[config.mk]
export PLATFORM = sky130hd
export DESIGN_NAME = wb_arbiter
export DESIGN_NICKNAME = d
export VERILOG_FILES = /design/src/rtl/wb_fifo.sv /design/src/rtl/wb_arbiter.sv
export SDC_FILE = /design/constraint.sdc
export NUM_CORES = 1
export LEC_CHECK = 0
export BUFFER_PORTS_ARGS = -buffer_cell sky130_fd_sc_hd__buf_2
export CAP_MARGIN = 15
export CORE_MARGIN = 10
export CORE_UTILIZATION = 35
export DETAILED_ROUTE_END_ITERATION = 12
export PLACE_DENSITY = 0.61
export RECOVER_POWER = 50
export SLEW_MARGIN = 0
export SYNTH_ARGS = -nofsm -noshare
export SYNTH_HDL_FRONTEND = slang
export SYNTH_SLANG_ARGS = --single-unit
[constraint.sdc]
create_clock -name clk -period 5.7 [get_ports clk]
set_input_delay 0.855 -clock clk [delete_from_list [all_inputs] [get_ports clk]]
set_output_delay 0.855 -clock clk [all_outputs]
set_load 0.01 [all_outputs]
[src/rtl/wb_fifo.sv]
// Small circular buffer for long-latency writeback results.
// The head entry becomes visible the cycle after it is pushed; pushes while full are dropped.
module wb_fifo #(
    parameter int DEPTH = 2,
    parameter int WIDTH = 8
) (
    input  logic                     clk,
    input  logic                     rst,
    input  logic                     push,
    input  logic                     pop,
    input  logic [WIDTH-1:0]         din,
    output logic [WIDTH-1:0]         dout,
    output logic                     full,
    output logic                     empty,
    output logic [$clog2(DEPTH):0]   count
);
    localparam int AW = $clog2(DEPTH);

    logic [WIDTH-1:0] r_mem [DEPTH];
    logic [AW-1:0]    r_wptr;
    logic [AW-1:0]    r_rptr;
    logic [AW:0]      r_count;
    logic             w_push;
    logic             w_pop;

    assign full   = (r_count == (AW+1)'(DEPTH));
    assign empty  = (r_count == '0);
    assign count  = r_count;
    assign dout   = r_mem[r_rptr];
    assign w_push = push && !full;
    assign w_pop  = pop && !empty;

    // DEPTH is a power of two, so pointers wrap by natural overflow
    always_ff @(posedge clk) begin
        if (rst) begin
            r_wptr  <= '0;
            r_rptr  <= '0;
            r_count <= '0;
        end else begin
            if (w_push) r_wptr <= r_wptr + 1'b1;
            if (w_pop)  r_rptr <= r_rptr + 1'b1;
            case ({w_push, w_pop})
                2'b10:   r_count <= r_count + 1'b1;
                2'b01:   r_count <= r_count - 1'b1;
                default: r_count <= r_count;
            endcase
        end
    end

    always_ff @(posedge clk) begin
        if (w_push) r_mem[r_wptr] <= din;
    end
endmodule

[src/rtl/wb_arbiter.sv]
// Writeback arbiter: ALU results win the register-file port, long-latency results queue in
// wb_fifo, and a per-register busy scoreboard produces the issue hazard stall.
`ifndef ARCH_WIDTH
`define ARCH_WIDTH 32
`endif
`ifndef REG_IDX_W
`define REG_IDX_W 5
`endif

module wb_arbiter #(
    parameter int FIFO_DEPTH = 2,
    parameter int XLEN       = `ARCH_WIDTH
) (
    input  logic                        clk,
    input  logic                        rst,
    input  logic                        alu_valid,
    input  logic [`REG_IDX_W-1:0]       alu_rd,
    input  logic [XLEN-1:0]             alu_data,
    input  logic                        lsu_valid,
    output logic                        lsu_ready,
    input  logic [`REG_IDX_W-1:0]       lsu_rd,
    input  logic [XLEN-1:0]             lsu_data,
    input  logic                        issue_valid,
    input  logic                        issue_long,
    input  logic [`REG_IDX_W-1:0]       issue_rd,
    input  logic [`REG_IDX_W-1:0]       rs1,
    input  logic [`REG_IDX_W-1:0]       rs2,
    input  logic                        rs1_used,
    input  logic                        rs2_used,
    output logic                        hazard_stall,
    output logic                        rf_we,
    output logic [`REG_IDX_W-1:0]       rf_rd,
    output logic [XLEN-1:0]             rf_data,
    output logic [(1<<`REG_IDX_W)-1:0]  busy_mask
);
    localparam int RW   = `REG_IDX_W;
    localparam int NREG = 1 << RW;
    localparam int EW   = RW + XLEN;

    logic [EW-1:0]            w_head;
    logic [RW-1:0]            w_head_rd;
    logic [XLEN-1:0]          w_head_data;
    logic                     w_full;
    logic                     w_empty;
    logic [$clog2(FIFO_DEPTH):0] w_unused_count;
    logic                     w_push;
    logic                     w_pop;
    logic [NREG-1:0]          w_busy_set;
    logic [NREG-1:0]          w_busy_clr;
    logic [NREG-1:0]          w_busy_nxt;
    logic                     w_raw_busy;
    logic                     w_waw_busy;
    logic                     w_in_flight;

    logic                     r_rf_we;
    logic [RW-1:0]            r_rf_rd;
    logic [XLEN-1:0]          r_rf_data;
    logic [NREG-1:0]          r_busy;

    assign w_push      = lsu_valid && !w_full;
    assign w_pop       = !alu_valid && !w_empty;
    assign w_head_rd   = w_head[EW-1:XLEN];
    assign w_head_data = w_head[XLEN-1:0];

    wb_fifo #(.DEPTH(FIFO_DEPTH), .WIDTH(EW)) u_fifo (
        .clk   (clk),
        .rst   (rst),
        .push  (w_push),
        .pop   (w_pop),
        .din   ({lsu_rd, lsu_data}),
        .dout  (w_head),
        .full  (w_full),
        .empty (w_empty),
        .count (w_unused_count)
    );

    // No bypass path: a write still sitting on the rf port stalls its readers too
    assign w_raw_busy  = (rs1_used && rs1 != '0 && r_busy[rs1]) ||
                         (rs2_used && rs2 != '0 && r_busy[rs2]);
    assign w_waw_busy  = issue_valid && issue_rd != '0 && r_busy[issue_rd];
    assign w_in_flight = r_rf_we && r_rf_rd != '0 &&
                         ((rs1_used && rs1 == r_rf_rd) || (rs2_used && rs2 == r_rf_rd));
    assign hazard_stall = w_raw_busy || w_waw_busy || w_in_flight;

    always_comb begin
        w_busy_set = '0;
        w_busy_clr = '0;
        if (issue_valid && issue_long && !hazard_stall && issue_rd != '0)
            w_busy_set[issue_rd] = 1'b1;
        if (w_pop)
            w_busy_clr[w_head_rd] = 1'b1;
        w_busy_nxt    = (r_busy & ~w_busy_clr) | w_busy_set;
        w_busy_nxt[0] = 1'b0;
    end

    always_ff @(posedge clk) begin
        if (rst) begin
            r_rf_we   <= 1'b0;
            r_rf_rd   <= '0;
            r_rf_data <= '0;
            r_busy    <= '0;
        end else begin
            r_busy <= w_busy_nxt;
            if (alu_valid) begin
                r_rf_we   <= (alu_rd != '0);
                r_rf_rd   <= alu_rd;
                r_rf_data <= alu_data;
            end else if (w_pop) begin
                r_rf_we   <= (w_head_rd != '0);
                r_rf_rd   <= w_head_rd;
                r_rf_data <= w_head_data;
            end else begin
                r_rf_we   <= 1'b0;
            end
        end
    end

    assign lsu_ready = !w_full;
    assign rf_we     = r_rf_we;
    assign rf_rd     = r_rf_rd;
    assign rf_data   = r_rf_data;
    assign busy_mask = r_busy;
endmodule

==> results.json <==
{
  "synth_seq_cells": 148,
  "route.vias.total": 5729,
  "grt_pass1_wl_um": 32300,
  "synth-edff-count": 74,
  "synth-async-reset-ratio": 0,
  "p_comb_frac": 0.277,
  "synth.distinct_cells": 59,
  "p_int_w": 0.00224,
  "yosysSeqAreaShare": 0.524,
  "wl_um": 20800,
  "worst_pin_slew_ns": 2.20,
  "regArea_um2": 3700,
  "start_util": 0.360,
  "io_buffers": 167,
  "switchingPower_w": 0.00112,
  "cts_setup_buffers": 0,
  "fin_skew_ns": 0.00899,
  "r2r_cells": 4,
  "grt_usage": 0.156,
  "slew_headroom": -0.464,
  "syn_to_final_growth_pct": 20.8,
  "synth_area_um2": 7070,
  "rsz0062_at_grt": "no",
  "finalCritPeriodShare": 0.764,
  "postCtsHoldBufs": 0,
  "fin_area_um2": 8540,
  "clockPowerShare": 0.316,
  "r2r_start": "u_fifo.count[0]$_SDFFE_PP0P_",
  "cts.sinks": 148,
  "firstDrtPassIters": 7,
  "cts_buffer_depth": 2,
  "synth_area_leaders": "edfxtp_1, dfxtp_1, mux2i_1",
  "hpwlAfterDp_um": 14700,
  "wire_per_inst_um": 19.2,
  "holdCritStartpoint": "u_fifo.r_rptr$_SDFFE_PP0P_",
  "finalHoldViolations": 0,
  "drive_gt1_frac": 0.249,
  "period_minus_slack_ns": 4.35,
  "fmax_ghz": 0.230,
  "failed_checks": "capacitance limit, slew limit",
  "hold-path-cell-count": 2,
  "num-nets-final": 901,
  "post-place-ws_ns": 1.87,
  "grt_overflow": 0,
  "synth_nets": 759,
  "ant_nets": 0,
  "dieArea_um2": 26300,
  "multi_input_area_um2": 3090,
  "status": "complete, but fails checks",
  "numCtsBuffers": 17,
  "drtIter0Drc": 436,
  "synth_top_area_share": 0.314,
  "cp-start-kind": "primary input",
  "p_leak_nw": 3.06,
  "seqPwrFrac": 0.408,
  "remaining_drc_errors": 0,
  "grt_max_degree": 74,
  "grt_pass1_vias": 5688,
  "cts.repair.resized": 0,
  "viasPerCell": 5.29,
  "arrival_ns": 4.65,
  "clock_latency_ns": 0.42,
  "avgSynthCellArea_um2": 10.7,
  "post_dp_cell_area_um2": 8050,
  "cts_tree": "yes",
  "final-setup-viol-count": 0,
  "fin_ws_ns": 1.35,
  "peakVddDrop_mv": 0.210,
  "cp-end-kind": "register",
  "worst_ep_required_time_ns": 5.99,
  "postSynthCellCount": 661,
  "ioPinCount": 169,
  "cellPowerDensity_nw_per_um2": 393,
  "crit_start": "rst",
  "worst-path-max-fanout": 44,
  "clk_pin_slew_ns": 0.06,
  "clock-root-buffer": "clkbuf_16",
  "rows": 51,
  "place.gp.congestion": 0.857,
  "slew_viol_final": 45,
  "finalSetupTns_ns": 0,
  "yosysWarnings": 0,
  "swShare": 0.332,
  "critPathKind": "primary input to register",
  "yosysTopAreaCell": "edfxtp_1",
  "cap_viol_max_count": 1,
  "grt_antenna_before_repair": 7,
  "fp.dieH_um": 162,
  "die_x_um": 162,
  "fillers": 1987,
  "hold_path.class": "register to register",
  "coreArea_um2": 19700,
  "htreeDepth": 4,
  "synth_top_flop_cell": "edfxtp_1"
}
==> cell usage after synthesis (all sizes together), types with 2 or more instances <==
cell type / n
xor2: 2
a2111oi: 2
nand3b: 3
nand2: 43
nor3: 5
a31oi: 3
or3: 3
nor2: 90
inv: 5
nand4: 4
or4: 2
mux2i: 45
clkbuf: 31
mux2: 10
mux4: 15
buf: 21
a211oi: 36
nor3b: 6
a21oi: 40
dfxtp: 74
and3b: 3
o211ai: 2
nor2b: 4
and3: 2
nand3: 66
xnor2: 12
o21ai: 33
o311ai: 4
edfxtp: 74
o2111ai: 4
==> stage by stage <==
stage / utilization / hold WS (ns) / total power (W) / instances
floorplan: - / 0.481 / 0.00206 / 661
global placement: 0.409 / 0.503 / 0.00234 / 1049
detailed placement: 0.409 / 0.502 / 0.00235 / 1049
CTS: 0.438 / 0.516 / 0.00342 / 1081
global route: 0.434 / 0.551 / 0.00356 / 1081
finish: 0.434 / 0.518 / 0.00336 / 1083
==> routing by layer <==
metal | vias to the layer above | GRT usage | routed length [um]
li1 | 2745 | - | -
met1 | 2679 | 0.199 | 8840
met2 | 261 | 0.235 | 9210
met3 | 36 | 0.0642 | 2300
met4 | 8 | 0.0500 | 358
met5 | - | 0 | 56
==> registers in the layout, summed over array words and instances, names as in the netlist, named ones only <==
signal	count
u_fifo.count	2
u_fifo.r_rptr	1
u_fifo.r_mem	74
rf_rd	5
rf_we	1
rf_data	32
busy_mask	31
u_fifo.r_wptr	1
==> power by group through the flow <==
| stage | sequential [W] | clock, W | combinational [W] |
|---|---|---|---|
| floorplan | 0.00140 | 0 | 0.000664 |
| global placement | 0.00139 | 0 | 0.000951 |
| detailed placement | 0.00139 | 0 | 0.000955 |
| CTS | 0.00137 | 0.00108 | 0.000964 |
| global route | 0.00139 | 0.00113 | 0.00105 |
| finish | 0.00137 | 0.00106 | 0.000928 |
==> kinds of logic (layout without fill, tap and decap cells) <==
group                    after synthesis  count (layout)  share of synthesized area
AND/OR/NAND/NOR                      236             236                      0.159
XOR/XNOR                              14              14                     0.0173
multiplexers                          70              70                      0.127
buffers and inverters                 57             212                     0.0393
AO/OA/AOI/OAI                        134             134                      0.131
other                                  1               3                   0.000531
adder cells (fa/ha/maj)                1               1                    0.00177
flip-flops                           148             148                      0.524
==> cells in the final DEF, fill, tap and decap left out, types with 3 or more instances in the layout <==
cell type | netlist | final
a211oi_1 | 36 | 36
a21oi_1 | 40 | 40
a31oi_1 | 3 | 3
and3b_1 | 3 | 3
buf_2 | 9 | 114
buf_4 | 4 | 7
clkbuf_1 | 31 | 54
clkbuf_16 | 0 | 17
clkinv_2 | 0 | 3
clkinvlp_4 | 0 | 3
dfxtp_1 | 74 | 73
edfxtp_1 | 74 | 74
inv_1 | 5 | 5
inv_6 | 0 | 5
mux2_1 | 7 | 7
mux2_2 | 3 | 3
mux2i_1 | 45 | 45
mux4_2 | 15 | 15
nand2_1 | 43 | 43
nand3_1 | 66 | 66
nand3b_1 | 3 | 3
nand4_1 | 3 | 3
nor2_1 | 89 | 89
nor2b_1 | 4 | 4
nor3_1 | 4 | 4
nor3b_1 | 3 | 3
nor3b_2 | 3 | 3
o2111ai_1 | 3 | 3
o21ai_1 | 10 | 10
o21ai_2 | 21 | 21
o311ai_0 | 3 | 3
or3_1 | 3 | 3
xnor2_1 | 12 | 12
==> final timing paths <==
check                                   to  slack [ns]
max                busy_mask[5]$_SDFF_PP0_        1.35
max reg2reg  u_fifo.r_mem[0][16]$_DFFE_PP_        3.11
min reg2reg     u_fifo.r_rptr$_SDFFE_PP0P_        0.52
min             u_fifo.r_rptr$_SDFFE_PP0P_        0.52
==> final cells by class <==
cell class | count | share of cell area
Clock buffer | 18 | 0.0514
Sequential cell | 148 | 0.434
Tap cell | 265 | 0.0388
Multi-Input combinational cell | 456 | 0.362
Inverter | 5 | 0.00220
Timing Repair Buffer | 175 | 0.0967
Antenna cell | 2 | 0.000586
Clock inverter | 14 | 0.0145
==> worst max-delay path: stages <==
cell and delay, ns:
buf_2 0.07, clkbuf_1 1.56, inv_1 1.14, nand4_1 0.46, nor4_4 0.05, buf_4 0.25
nand3_1 0.16, o21ai_2 0.06
(Power assumes the default switching activity.)
